<file path="src/rtl/buffer_if_id.sv">
`default_nettype none
// ============================================================================
// Module      : buffer_if_id
// Description : Two-entry IF/ID pipeline buffer between instruction fetch and
//               decode. Holds {instruction, PC+4} pairs in a small circular
//               buffer with valid/ready handshakes on both sides and a
//               synchronous flush for taken branches and jumps.
// Revision    : 1.0 - initial release
// ============================================================================
module buffer_if_id #(
   parameter int WIDTH = 32
) (
   input  logic             clk,
   input  logic             rst,
   input  logic             in_valid,
   output logic             in_ready,
   input  logic [WIDTH-1:0] in_inst,
   input  logic [WIDTH-1:0] in_pc4,
   input  logic             flush,
   output logic             out_valid,
   input  logic             out_ready,
   output logic [WIDTH-1:0] out_inst,
   output logic [WIDTH-1:0] out_pc4,
   output logic [1:0]       count
);

   // Occupancy encodings; the count register doubles as the buffer state.
   localparam logic [1:0] C_EMPTY = 2'd0;
   localparam logic [1:0] C_FULL  = 2'd2;

   logic [WIDTH-1:0] inst_q [2];
   logic [WIDTH-1:0] inst_d [2];
   logic [WIDTH-1:0] pc4_q  [2];
   logic [WIDTH-1:0] pc4_d  [2];
   logic             rd_ptr_q, rd_ptr_d;
   logic             wr_ptr_q, wr_ptr_d;
   logic [1:0]       count_q,  count_d;

   logic             w_push;
   logic             w_pop;

   // Handshake outputs decode from state only, so there is no in->out bypass.
   always_comb begin
      in_ready  = !rst && (count_q != C_FULL);
      out_valid = (count_q != C_EMPTY);
      out_inst  = '0;
      out_pc4   = '0;
      if (count_q != C_EMPTY) begin
         out_inst = inst_q[rd_ptr_q];
         out_pc4  = pc4_q[rd_ptr_q];
      end
      count  = count_q;
      // A flush cancels both sides of the transfer in the same cycle.
      w_push = in_valid && in_ready && !flush;
      w_pop  = out_valid && out_ready && !flush;
   end

   // Next-state: flush realigns the pointers and empties the buffer,
   // otherwise push writes at the tail and pop advances the head.
   always_comb begin
      inst_d   = inst_q;
      pc4_d    = pc4_q;
      rd_ptr_d = rd_ptr_q;
      wr_ptr_d = wr_ptr_q;
      count_d  = count_q;
      if (flush) begin
         count_d  = C_EMPTY;
         rd_ptr_d = wr_ptr_q;
      end else begin
         if (w_push) begin
            inst_d[wr_ptr_q] = in_inst;
            pc4_d[wr_ptr_q]  = in_pc4;
            wr_ptr_d         = !wr_ptr_q;
         end
         if (w_pop) begin
            rd_ptr_d = !rd_ptr_q;
         end
         if (w_push && !w_pop) begin
            count_d = count_q + 2'd1;
         end else if (w_pop && !w_push) begin
            count_d = count_q - 2'd1;
         end
      end
   end

   // State registers; reset also clears the stored entries.
   always_ff @(posedge clk) begin
      if (rst) begin
         inst_q[0] <= '0;
         inst_q[1] <= '0;
         pc4_q[0]  <= '0;
         pc4_q[1]  <= '0;
         rd_ptr_q  <= 1'b0;
         wr_ptr_q  <= 1'b0;
         count_q   <= C_EMPTY;
      end else begin
         inst_q    <= inst_d;
         pc4_q     <= pc4_d;
         rd_ptr_q  <= rd_ptr_d;
         wr_ptr_q  <= wr_ptr_d;
         count_q   <= count_d;
      end
   end

endmodule
`default_nettype wire

</file>
<file path="config.mk">
export PLATFORM = sky130hd
export DESIGN_NAME = buffer_if_id
export DESIGN_NICKNAME = d
export VERILOG_FILES = /design/src/rtl/buffer_if_id.sv
export SDC_FILE = /design/constraint.sdc
export NUM_CORES = 1
export LEC_CHECK = 0
export CORE_ASPECT_RATIO = 1.5
export CORE_UTILIZATION = 46
export CTS_BUF_LIST = sky130_fd_sc_hd__clkbuf_8 sky130_fd_sc_hd__clkbuf_16
export CTS_CLUSTER_SIZE = 40
export DETAILED_ROUTE_END_ITERATION = 12
export PLACE_DENSITY_LB_ADDON = 0.08
export RECOVER_POWER = 100
export SLEW_MARGIN = 10
export SYNTH_ARGS = -nofsm -noshare
export SYNTH_HDL_FRONTEND = slang
export SYNTH_SLANG_ARGS = --single-unit
</file>
<file path="constraint.sdc">
create_clock -name clk -period 1.7 [get_ports clk]
set_clock_uncertainty 0.05 [all_clocks]
set_input_delay 0.51 -clock clk [delete_from_list [all_inputs] [get_ports clk]]
set_output_delay 0.51 -clock clk [all_outputs]
set_load 0.05 [all_outputs]
</file>
==> impl_metrics.yaml <==
status:
  status: "finished, violations left"
  failed_checks: "setup timing"
clock_tree:
  clock_sinks: 132
  clockRootBuffer: "clkbuf_16"
  hold_buffers: 0
  cts_buffer_depth: 2
  numCtsBuffers: 17
  htreeDepth: 4
  cts_tree: "yes"
  clkTransAtPathRegs_ps: 50
  clock_latency_ps: 420
floorplanning:
  core_area_sq_mm: 0.0129
  die_x_um: 95.6
  ioPinCount: 137
  dieHeight_um: 142
  rows: 51
  start_util_pct: 46.9
  dieArea_sq_mm: 0.0136
synth:
  synth_nets: 826
  avgSynthCellArea_sq_um: 8.00
  synthArstFlopShare_pct: 0
  ys_seq_area_share_pct: 43.7
  synthFlopType: "dfxtp_1"
  synth_edf_count: 0
  synth_area_sq_mm: 0.00605
  yosys-top-cells-area: "dfxtp_1 44%, a21oi_1 11%, mux2i_1 11%, nand3_1 11%, o21ai_0 6.6%"
  ys.warnings.count: 0
  ys_types: 29
  ys_ff_latch: 132
  synthCells: 756
  synth_top_area_share_pct: 43.7
  yosysTopAreaCell: "dfxtp_1"
placed_design:
  gp_congestion: 0.788
  dp.cells: 1015
  io_buffers: 136
  pre_cts_ws_ps: -652
  hpwlAfterDp_um: 11500
  place_area_sq_mm: 0.00846
drt:
  viasPerCell: 6.17
  vias: 6627
  routed_wl_um: 21700
  ant_nets: 0
  drc: 0
  firstDrtPassIters: 7
  wl_per_cell_um: 20.2
  drt_iter0_markers: 449
critical_path:
  critPathCaptureType: "primary output"
  startpoint_type: "flip-flop"
  worstPathMaxFanout: 8
  slowest_stage: "dfxtp_4"
  crit_required_ps: 1140
  crit_buf_inv: 3
  rr_startpoint: "count[1]"
  path_cells: "buf_12, clkbuf_16, mux2i_1, nor2_2, buf_12"
  crit_top_cell: "buf_12"
  path_delay_family: "buffers and inverters"
  worstSetupPathType: "flip-flop to primary output"
  critPathLaunch: "rd_ptr_q"
  crit_arrival_ps: 1630
  critPathMaxStageDelay_ps: 380
  reg2reg_slack_ps: -180
power_and_ir_drop:
  power_mw: 7.97
  power.density_mw_per_mm2: 760
  p_leak_nw: 3.28
  irDropWorstVdd_v: 0.000728
layout:
  final_nets: 972
  antenna_cells: 0
  finalInstanceArea_sq_mm: 0.0105
  seqCellArea_sq_mm: 0.00265
  fill_cells: 759
  instances_no_fill: 1074
  utilization_pct: 81.4
  layout-drive-gt1-share_pct: 35.7
  syn_to_final_growth_pct: 73.4
  multi_input_area_sq_mm: 0.00424
sta:
  fin_crit_sh_pct: 129
  rsz0062_at_grt: "true"
  fmax_mhz: 457
  fin_crit_ps: 2190
  finalSetupViolations: 130
  final_hold_viol_count: 0
  drv_slew: 0
  tns_ps: -31870
  fin_ws_ps: -486
  tightest_slew_ps: 467
  whs_ps: 367
  relSlewSlack_pct: 68.8
global_route:
  groute.usage.overall_pct: 29.0
  grt_pass1_vias: 6430
  grt_pass1_wl_um: 30800
  grt_overflow: 0
  antenna_found_initial: 0
  grt_max_degree: 129
hold_path:
  hp-class: "primary input to flip-flop"
  hp-start: "flush"
flow_run:
  max-cap-violations: 0
[path summary, 6_finish.rpt]
path | to | cells after the start
setup / recovery | out_pc4[31] | 5
hold / removal | rd_ptr_q | 2
setup reg to reg | count[1] | 7
hold reg to reg | pc4_q[28] | 2
[routing by layer]
| layer | GRT usage [%] | vias to the layer above | wire length, um |
|---|---|---|---|
| met5 | 0 | - | 0 |
| met4 | 11.6 | 0 | 634 |
| met3 | 6.73 | 60 | 1720 |
| met2 | 50.1 | 332 | 11400 |
| met1 | 34.0 | 3237 | 7930 |
| li1 | - | 2998 | - |
[sequential cells by signal, indices dropped and copies added, names as in the netlist]
name,cells
rd_ptr_q,1
inst_q,64
wr_ptr_q,1
count,2
pc4_q,64
[what timing repair did]
item,in CTS,in global routing
gates resized for setup,85,153
gates cloned,3,8
setup buffers,10,8
setup endpoints to repair,196,168
pin swaps,7,33
[cells in the mapped netlist, types with 2 or more instances]
cell type  count
o21ai_1       47
buf_6          7
mux2i_1       64
a21oi_1      129
o21ai_2        3
dfxtp_1      132
inv_1          2
buf_2         26
nand2b_1       2
xor2_1         2
clkbuf_2       2
clkbuf_1      51
nor2_1        67
nand3_1      128
o21ai_0       80
[final cells by class]
type / count / area share (%)
clock inverters: 13 / 1.03
repair buffers: 213 / 27.0
multi-input cells: 536 / 40.4
well taps: 159 / 1.90
inverters: 2 / 0.107
flip-flops and latches: 132 / 25.3
clock buffers: 19 / 4.32
[logic make-up (layout without fill, tap and decap cells)]
group,after synthesis,count (layout),share of synthesized area (%)
buffers and inverters,88,247,6.91
AO/OA/AOI/OAI,262,262,22.0
multiplexers,64,64,10.6
flip-flops,132,132,43.7
AND/OR/NAND/NOR,206,206,16.2
adder cells (fa/ha/maj),1,1,0.207
XOR/XNOR,3,3,0.434
[report_power, final]
part           total, mW  internal [mW]  switching (mW)
Clock               3.48           2.08            1.40
Sequential          3.23           3.17          0.0684
Combinational       1.26          0.626           0.632
[cell usage in the layout, fill, tap and decap left out, drive strengths merged, types with 2 or more instances in the layout]
| master | synthesis | layout |
|---|---|---|
| nor2 | 67 | 67 |
| buf | 33 | 141 |
| dfxtp | 132 | 132 |
| clkbuf | 53 | 25 |
| a21oi | 129 | 129 |
| clkinvlp | 0 | 2 |
| inv | 2 | 5 |
| clkdlybuf4s50 | 0 | 65 |
| clkinv | 0 | 7 |
| nand3 | 128 | 128 |
| mux2i | 64 | 64 |
| o21ai | 130 | 130 |
| nand2b | 2 | 2 |
| xor2 | 2 | 2 |
Power figures use the tool's default switching activity.
